[src/rtl/ud_dir_ctrl_311_if.sv]
// Bundle between the direction controller and the up/down counter it steers.
// The counter side holds the master modport; the controller is the slave.
interface ud_dir_ctrl_311_if #(
  parameter int W = 4
);
  logic         btn_311;
  logic         mode_311;
  logic [W-1:0] count_311;
  logic         ud_311;
  logic         dir_chg_311;

  modport master (
    output btn_311,
    output mode_311,
    output count_311,
    input  ud_311,
    input  dir_chg_311
  );

  modport slave (
    input  btn_311,
    input  mode_311,
    input  count_311,
    output ud_311,
    output dir_chg_311
  );
endinterface

[src/rtl/ud_dir_ctrl_311.sv]
// Direction controller for the 4-bit up/down counter: manual button toggle or auto ping-pong sweep.
// Optional macro BTN_DEBOUNCE_EN enables the press/release debounce FSM; without it a press is an edge detect.
module ud_dir_ctrl_311 #(
  parameter int W         = 4,
  parameter int UPPER     = 15,
  parameter int LOWER     = 0,
  parameter int DB_CYCLES = 16
) (
  input  logic             clk_311,
  input  logic             reset_311,
  ud_dir_ctrl_311_if.slave bus
);

  if ((UPPER - LOWER) < 2 || UPPER > ((1 << W) - 1) || DB_CYCLES < 2) begin : g_bad_cfg
    $error("ud_dir_ctrl_311: illegal UPPER/LOWER/DB_CYCLES combination");
  end

  // Trigger one step early: the counter registers our direction a cycle late.
  localparam logic [W-1:0] TRIG_UP = W'(UPPER - 1);
  localparam logic [W-1:0] TRIG_DN = W'(LOWER + 1);

  logic [1:0] r_sync;
  logic       w_btn_s;
  logic       w_press;
  logic       r_ud;
  logic       r_dir_chg;
  logic       w_ud_nxt;

  assign w_btn_s = r_sync[1];

  always_ff @(posedge clk_311) begin
    if (reset_311) begin
      r_sync <= 2'b00;
    end else begin
      r_sync <= {r_sync[0], bus.btn_311};
    end
  end

`ifdef BTN_DEBOUNCE_EN
  typedef enum logic [1:0] {
    IDLE       = 2'd0,
    PRESS_WAIT = 2'd1,
    PRESSED    = 2'd2,
    REL_WAIT   = 2'd3
  } db_state_e;

  localparam int            CW       = $clog2(DB_CYCLES);
  localparam logic [CW-1:0] CNT_LAST = CW'(DB_CYCLES - 1);

  db_state_e     r_state;
  db_state_e     w_state_nxt;
  logic [CW-1:0] r_db_cnt;
  logic [CW-1:0] w_db_cnt_nxt;

  always_ff @(posedge clk_311) begin
    if (reset_311) begin
      r_state  <= IDLE;
      r_db_cnt <= '0;
    end else begin
      r_state  <= w_state_nxt;
      r_db_cnt <= w_db_cnt_nxt;
    end
  end

  always_comb begin
    w_state_nxt  = r_state;
    w_db_cnt_nxt = r_db_cnt;
    w_press      = 1'b0;
    case (r_state)
      IDLE: begin
        if (w_btn_s) begin
          w_state_nxt  = PRESS_WAIT;
          w_db_cnt_nxt = '0;
        end else begin
          w_state_nxt = IDLE;
        end
      end
      PRESS_WAIT: begin
        if (!w_btn_s) begin
          w_state_nxt = IDLE;
        end else if (r_db_cnt == CNT_LAST) begin
          w_state_nxt = PRESSED;
          w_press     = 1'b1;
        end else begin
          w_db_cnt_nxt = r_db_cnt + {{(CW-1){1'b0}}, 1'b1};
        end
      end
      PRESSED: begin
        if (!w_btn_s) begin
          w_state_nxt  = REL_WAIT;
          w_db_cnt_nxt = '0;
        end else begin
          w_state_nxt = PRESSED;
        end
      end
      REL_WAIT: begin
        if (w_btn_s) begin
          w_state_nxt = PRESSED;
        end else if (r_db_cnt == CNT_LAST) begin
          w_state_nxt = IDLE;
        end else begin
          w_db_cnt_nxt = r_db_cnt + {{(CW-1){1'b0}}, 1'b1};
        end
      end
      default: begin
        w_state_nxt  = IDLE;
        w_db_cnt_nxt = '0;
      end
    endcase
  end
`else
  logic r_btn_d;
  logic r_press;

  // Registered edge detect puts the pulse three cycles after the raw button rises.
  always_ff @(posedge clk_311) begin
    if (reset_311) begin
      r_btn_d <= 1'b0;
      r_press <= 1'b0;
    end else begin
      r_btn_d <= w_btn_s;
      r_press <= w_btn_s & ~r_btn_d;
    end
  end

  assign w_press = r_press;
`endif

  always_comb begin
    w_ud_nxt = r_ud;
    if (bus.mode_311) begin
      if (r_ud && (bus.count_311 == TRIG_UP)) begin
        w_ud_nxt = 1'b0;
      end else if (!r_ud && (bus.count_311 == TRIG_DN)) begin
        w_ud_nxt = 1'b1;
      end else begin
        w_ud_nxt = r_ud;
      end
    end else if (w_press) begin
      w_ud_nxt = ~r_ud;
    end else begin
      w_ud_nxt = r_ud;
    end
  end

  always_ff @(posedge clk_311) begin
    if (reset_311) begin
      r_ud      <= 1'b1;
      r_dir_chg <= 1'b0;
    end else begin
      r_ud      <= w_ud_nxt;
      r_dir_chg <= w_ud_nxt ^ r_ud;
    end
  end

  assign bus.ud_311      = r_ud;
  assign bus.dir_chg_311 = r_dir_chg;

endmodule

[src/flat_wrapper.sv]
// flat-port wrapper written by rule: the top's interface ports become plain ports
module ud_dir_ctrl_311_flat 
#(
  parameter int W         = 4,
  parameter int UPPER     = 15,
  parameter int LOWER     = 0,
  parameter int DB_CYCLES = 16
)
  (clk_311, reset_311, bus_btn_311, bus_mode_311, bus_count_311, bus_ud_311, bus_dir_chg_311);
  ud_dir_ctrl_311_if #(.W(W)) bus_i ();
  input  logic clk_311;
  input  logic reset_311;
  input wire logic [$bits(bus_i.btn_311)-1:0] bus_btn_311;
  input wire logic [$bits(bus_i.mode_311)-1:0] bus_mode_311;
  input wire logic [$bits(bus_i.count_311)-1:0] bus_count_311;
  output wire logic [$bits(bus_i.ud_311)-1:0] bus_ud_311;
  output wire logic [$bits(bus_i.dir_chg_311)-1:0] bus_dir_chg_311;
  assign bus_i.btn_311 = bus_btn_311;
  assign bus_i.mode_311 = bus_mode_311;
  assign bus_i.count_311 = bus_count_311;
  assign bus_ud_311 = bus_i.ud_311;
  assign bus_dir_chg_311 = bus_i.dir_chg_311;
  ud_dir_ctrl_311 #(.W(W), .UPPER(UPPER), .LOWER(LOWER), .DB_CYCLES(DB_CYCLES)) u_core (.clk_311(clk_311), .reset_311(reset_311), .bus(bus_i));
endmodule
[config.mk]
export PLATFORM = sky130hd
export DESIGN_NAME = ud_dir_ctrl_311_flat
export DESIGN_NICKNAME = d
export VERILOG_FILES = /design/src/rtl/ud_dir_ctrl_311_if.sv /design/src/rtl/ud_dir_ctrl_311.sv /design/src/flat_wrapper.sv
export SDC_FILE = /design/constraint.sdc
export NUM_CORES = 1
export LEC_CHECK = 0
export CAP_MARGIN = 5
export CORE_AREA = 5 5 42 44
export DETAILED_ROUTE_END_ITERATION = 6
export DIE_AREA = 0 0 47 49
export PLACE_DENSITY_LB_ADDON = 0.15
export SYNTH_ARGS = -nofsm -noshare
export SYNTH_HDL_FRONTEND = slang
export SYNTH_SLANG_ARGS = --single-unit
[constraint.sdc]
create_clock -name clk_311 -period 1 [get_ports clk_311]
set_input_delay 0.2 -clock clk_311 [delete_from_list [all_inputs] [get_ports clk_311]]
set_output_delay 0.2 -clock clk_311 [all_outputs]
set_load 0.05 [all_outputs]
==> reports/qor.txt, run 1 <==
status - finished clean
#FFs+latches synth - 6
hold crit path type - reg2reg
crit path launch type - flop
DP HPWL - 411 microns
CTS clk-pin slew, worst paths - 0.05 ns
slew margin rel. - 83.9%
largest area contributor in the netlist - dfxtp_1
RSZ-0062 raised after global routing - no
final WL - 495 microns
Via density - 4.04
worst hold slack - 0.381 ns
Final Hold Vio Count - 0
CTS tree - done
Worst EP required - 0.80 ns
Iteration-0 DRC Markers - 0
Synth Instances - 21
worst-path fanout max - 4
I/O pin cnt - 10
CP peak stage delay - 0.35 ns
Placed Area - 387 sq um
most common cell after layout, fill and taps aside - buf_4
Synth cell types - 10
core area - 0.00140 sq mm
Clock Path Buffers - 2
commonest cells after routing, fill and taps aside - 6 x buf_4, 5 x dlygate4sd2_1, 5 x dfxtp_1
syn nets - 29
cts hold-fix bufs - 0
Seq/Total Area, Yosys - 55.8%
fin worst setup slack - 0.0630 ns
Max Cap Viol - 0
fin util - 29.6%
first-pass GRT wire length - 834 microns
total gr overflow - 0
Critical Path AT - 0.74 ns
post-layout net count - 49
CTS Buf Count - 3
largest net degree at the start of global routing - 6
period utilization - 93.7%
yosys warns - 0
CP Class - reg2out
area grow syn2layout - 92.4%
Max Freq - 1.07 GHz
Starting Density - 15.4%
layout cells sized above 1 - 30.0%
Clock Sink Count - 6
GP Congestion - 0.734
antenna diode instance count - 0
Worst-Margin Slew - 0.240 ns
Die Height - 49 microns
Cell Area, Synth - 215 sq um
pre-CTS setup slack - -0.423 ns
DIE WIDTH - 47 microns
Crit path max-delay family - flip-flops
P_leak - 0.175 nW
Pins Over Slew Limit - 0
Clock Tree Root - clkbuf_4
final instance area - 414 sq um
minimum clock period - 0.937 ns
Crit. End Element - output pin
die area - 0.00230 sq mm
average routed wire per standard cell - 8.84 microns
later-pin clock latency in the skew report - 0.24 ns
Row Count - 14
htree depth - 1
number of global-route vias before repair - 219
input/output buffers - 9
initial antenna violation count - 0
PD cells - 1350 mW/mm^2
Syn Area/Cell - 10.2 sq um
Max VDD drop - 0.502 mV
Buf+Inv Stages, Crit Path - 1
clk_skew - 0.00728 ns
Finish-stage setup viols - 0
CP Cell Sequence - buf_12
DR pass1 iterations - 1
main area contributors after synthesis - dfxtp_1 56%, nor2b_1 12%, nand3_1 7.0%
crit path max-delay cell type - dfxtp_4
GRT Util Overall - 5.36%
Routed Antenna Nets - 0
DRC violations left - 0
Synth top area share - 55.8%
via count - 226
[through the flow]
step                      std cells  TNS [ns]  total power, mW
after detailed placement         51    -0.816            0.338
after global routing             56         0            0.601
after CTS                        56         0            0.576
after floorplan                  21         0            0.277
final                            56         0            0.559
after global placement           51    -0.722            0.337
[final timing paths]
check                                       start                endpoint  slack (ns)  depth (start not counted)
worst max-delay path            u_core.bus.ud_311              bus_ud_311        0.06                          1
worst min-delay path               u_core.r_btn_d          u_core.r_press        0.38                          1
worst max register to register  u_core.bus.ud_311  u_core.bus.dir_chg_311        0.07                          2
worst min register to register     u_core.r_btn_d          u_core.r_press        0.38                          1
[metal layers]
| metal | part of all wire [%] | global-route usage (%) | vias to the layer above |
|---|---|---|---|
| li1 | - | - | 118 |
| met1 | 38 | 5.52 | 100 |
| met2 | 47 | 7.47 | 8 |
| met3 | 14 | 3.32 | 0 |
| met4 | 0 | 4.15 | 0 |
| met5 | 0 | 0 | - |
[logic make-up after synthesis]
logic type,count (synthesis),share of synthesized area [%]
AND/OR/NAND/NOR,12,34.9
flip-flops,6,55.8
AO/OA/AOI/OAI,3,9.30
[cells in the mapped netlist]
| cell | number |
|---|---|
| or3b_1 | 1 |
| nand2b_1 | 1 |
| nand3_1 | 3 |
| o21a_1 | 1 |
| dfxtp_1 | 6 |
| nor2b_1 | 4 |
| nor3_1 | 1 |
| nand4_1 | 1 |
| nand4b_1 | 1 |
| a31oi_1 | 2 |
[power by group]
group,leakage (nW),internal (mW),total [mW],switching (mW)
Combinational,0.111,0.0477,0.0771,0.0294
Clock,0.0150,0.151,0.231,0.0805
Sequential,0.0490,0.247,0.251,0.00380
Total,0.175,0.445,0.559,0.114
[state kept, by name, summed over array words and instances, names as in the netlist]
register and flops:
u_core.bus.ud_311 1, u_core.r_sync 2, u_core.r_press 1, u_core.bus.dir_chg_311 1, u_core.r_btn_d 1
[area by class of cell]
type                    instances  area [sq um]
clock buffers                   4          26.3
fillers                       164           987
multi-input cells              15          95.1
flip-flops and latches          6           124
well taps                      16          20.0
repair buffers                 15           149
[timing repair]
| action | CTS | global route |
|---|---|---|
| pin swaps | 3 | 1 |
| buffers inserted | 1 | 0 |
| resized for setup | 5 | 0 |
| endpoints found under the setup margin | 2 | 1 |
| hold endpoints to repair | 0 | 0 |
Power figures use the tool's default switching activity.
==> run 2: changes to the inputs <==
--- a/config.mk
+++ b/config.mk
@@ -9,7 +9,7 @@
 export CORE_AREA = 5 5 42 44
 export DETAILED_ROUTE_END_ITERATION = 6
 export DIE_AREA = 0 0 47 49
-export PLACE_DENSITY_LB_ADDON = 0.15
+export PLACE_DENSITY_LB_ADDON = 0.05
 export SYNTH_ARGS = -nofsm -noshare
 export SYNTH_HDL_FRONTEND = slang
 export SYNTH_SLANG_ARGS = --single-unit
==> reports/qor.txt, run 2 (same netlist as run 1, synthesis figures left out) <==
status - finished clean
pre-CTS setup slack - -0.366 ns (+0.0572 ns)
Max Freq - 1.05 GHz (-1.6%)
initial antenna violation count - 0 (unchanged)
setup TNS - 0 ns (unchanged)
Routed Antenna Nets - 0 (unchanged)
antenna diode instance count - 0 (unchanged)
DIE WIDTH - 47 microns (unchanged)
min-delay src - u_core.r_btn_d
via count - 212 (-6.2%)
Pins Over Slew Limit - 0 (unchanged)
Iteration-0 DRC Markers - 0 (unchanged)
final instance area - 400 sq um (-3.3%)
largest net degree at the start of global routing - 7 (+1)
area grow syn2layout - 86.0%
Reg area - 124 sq um (unchanged)
GP Congestion - 0.677 (-7.7%)
crit path launch type - flop
die area - 0.00230 sq mm (unchanged)
Layout Cells excl Fill - 54 (-3.6%)
Buf+Inv Stages, Crit Path - 1 (unchanged)
Worst-Margin Slew - 0.280 ns (+0.0394 ns)
origin of the worst setup path - u_core.bus.ud_311
later-pin clock latency in the skew report - 0.24 ns (about the same)
DRC violations left - 0 (unchanged)
Max Cap Viol - 0 (unchanged)
Final Hold Vio Count - 0 (unchanged)
commonest cells after routing, fill and taps aside - 5 x dfxtp_1, 4 x nor2b_1, 4 x dlygate4sd2_1, 4 x buf_4
CTS clk-pin slew, worst paths - 0.05 ns (about the same)
GRT Util Overall - 5.01% (-0.35 points)
FILL cells - 164 (unchanged)
reg-to-reg startpoint - u_core.bus.ud_311
PD cells - 1420 mW/mm^2 (+4.9%)
Starting Density - 15.4% (unchanged)
average routed wire per standard cell - 9.11 microns (+3.1%)
Post-CTS Setup Inserts - 0 (-1)
hold crit path type - reg2reg
max FFs per register - 2 (unchanged)
first-pass GRT wire length - 779 microns (-6.6%)
Via density - 3.93 (-2.7%)
Clock Tree Root - clkbuf_4
CP Cell Sequence - buf_12
area of the multi-input gates - 95.1 sq um (unchanged)
CP Class - reg2out
htree depth - 1 (unchanged)
DP HPWL - 417 microns (+1.5%)
P_leak - 0.164 nW (-6.2%)
worst-path fanout max - 6 (+2)
Biggest register - u_core.r_sync
most common cell after layout, fill and taps aside - dfxtp_1
Clock Path Buffers - 2 (unchanged)
input/output buffers - 9 (unchanged)
Worst EP required - 0.80 ns (about the same)
worst hold slack - 0.392 ns (+0.0110 ns)
CTS Buf Count - 3 (unchanged)
I/O pin cnt - 10 (unchanged)
cts hold-fix bufs - 0 (unchanged)
fin worst setup slack - 0.0475 ns (-0.0155 ns)
crit path max-delay cell type - dfxtp_4
number of global-route vias before repair - 189 (-14%)
Crit. End Element - output pin
core area - 0.00140 sq mm (unchanged)
Critical Path AT - 0.75 ns (about the same)
placed insts - 50 (-2.0%)
layout cells sized above 1 - 26.3% (-3.7 points)
total gr overflow - 0 (unchanged)
slew margin rel. - 81.2% (-2.6 points)
RSZ-0062 raised after global routing - no
post-layout net count - 47 (-4.1%)
period utilization - 95.3% (+1.5 points)
clk_skew - 0.00221 ns (-0.00507 ns)
Crit path max-delay family - flip-flops
Die Height - 49 microns (unchanged)
CTS tree - done
final WL - 492 microns (-0.61%)
minimum clock period - 0.953 ns (+0.0155 ns)
Max VDD drop - 0.912 mV (+82%)
Placed Area - 379 sq um (-1.9%)
CP peak stage delay - 0.37 ns (+0.02 ns)
Clock Sink Count - 6 (unchanged)
Row Count - 14 (unchanged)
DR pass1 iterations - 1 (unchanged)
Finish-stage setup viols - 0 (unchanged)
## run 2: cell types whose count changed in the layout (fill, tap and decap cells not counted), sizes merged
cell,before,now
dlygate4sd2,5,4
buf,8,6
clkdlybuf4s50,2,3
## run 2: through the flow
step	utilization, %	total power [mW]
finish	28.6	0.567
global route	28.6	0.617
CTS	28.6	0.583
detailed placement	27.1	0.336
global placement	27.1	0.335
floorplan	-	0.277
## run 2: final timing paths
| path | to | slack, ns | cells past startpoint |
|---|---|---|---|
| setup / recovery | bus_ud_311 | 0.05 | 1 |
| hold / removal | u_core.r_press | 0.39 | 1 |
| hold reg to reg | u_core.r_press | 0.39 | 1 |
| setup reg to reg | u_core.bus.dir_chg_311 | 0.09 | 2 |
## run 2: layout make-up
class | count | area share, %
clock buffers | 4 | 6.56
multi-input cells | 15 | 23.8
flip-flops and latches | 6 | 30.9
well taps | 16 | 5.00
repair buffers | 13 | 33.8
## run 2: where the power goes
group          switching [mW]  internal [mW]  total [mW]
combinational          0.0281         0.0457      0.0738
clock                  0.0902          0.151       0.242
sequential            0.00476          0.247       0.251
## run 2: timing repair
action                     CTS  global route
gates resized for setup      4             0
pin swaps                    3             2
setup endpoints to repair    2             1
## run 2: per-layer routing
| metal | track usage (%) | wire length (microns) | up-vias |
|---|---|---|---|
| met2 | 7.24 | 247 | 6 |
| met3 | 5.54 | 48 | 0 |
| met4 | 0 | 0 | 0 |
| met5 | 0 | 0 | - |
| li1 | - | - | 113 |
| met1 | 5.30 | 196 | 93 |
## run 2: worst register-to-register path, cell delays in order (launching register included)
cell and delay, ns:
dfxtp_4 0.37, or3b_1 0.35, a31oi_1 0.12
==> run 3: changes to the inputs <==
--- a/config.mk
+++ b/config.mk
@@ -10,6 +10,7 @@
 export DETAILED_ROUTE_END_ITERATION = 6
 export DIE_AREA = 0 0 47 49
 export PLACE_DENSITY_LB_ADDON = 0.05
+export SKIP_LAST_GASP = 1
 export SYNTH_ARGS = -nofsm -noshare
 export SYNTH_HDL_FRONTEND = slang
 export SYNTH_SLANG_ARGS = --single-unit
==> results of run 3 <==
The final DEF is identical to that of run 2; final timing and power are the same.
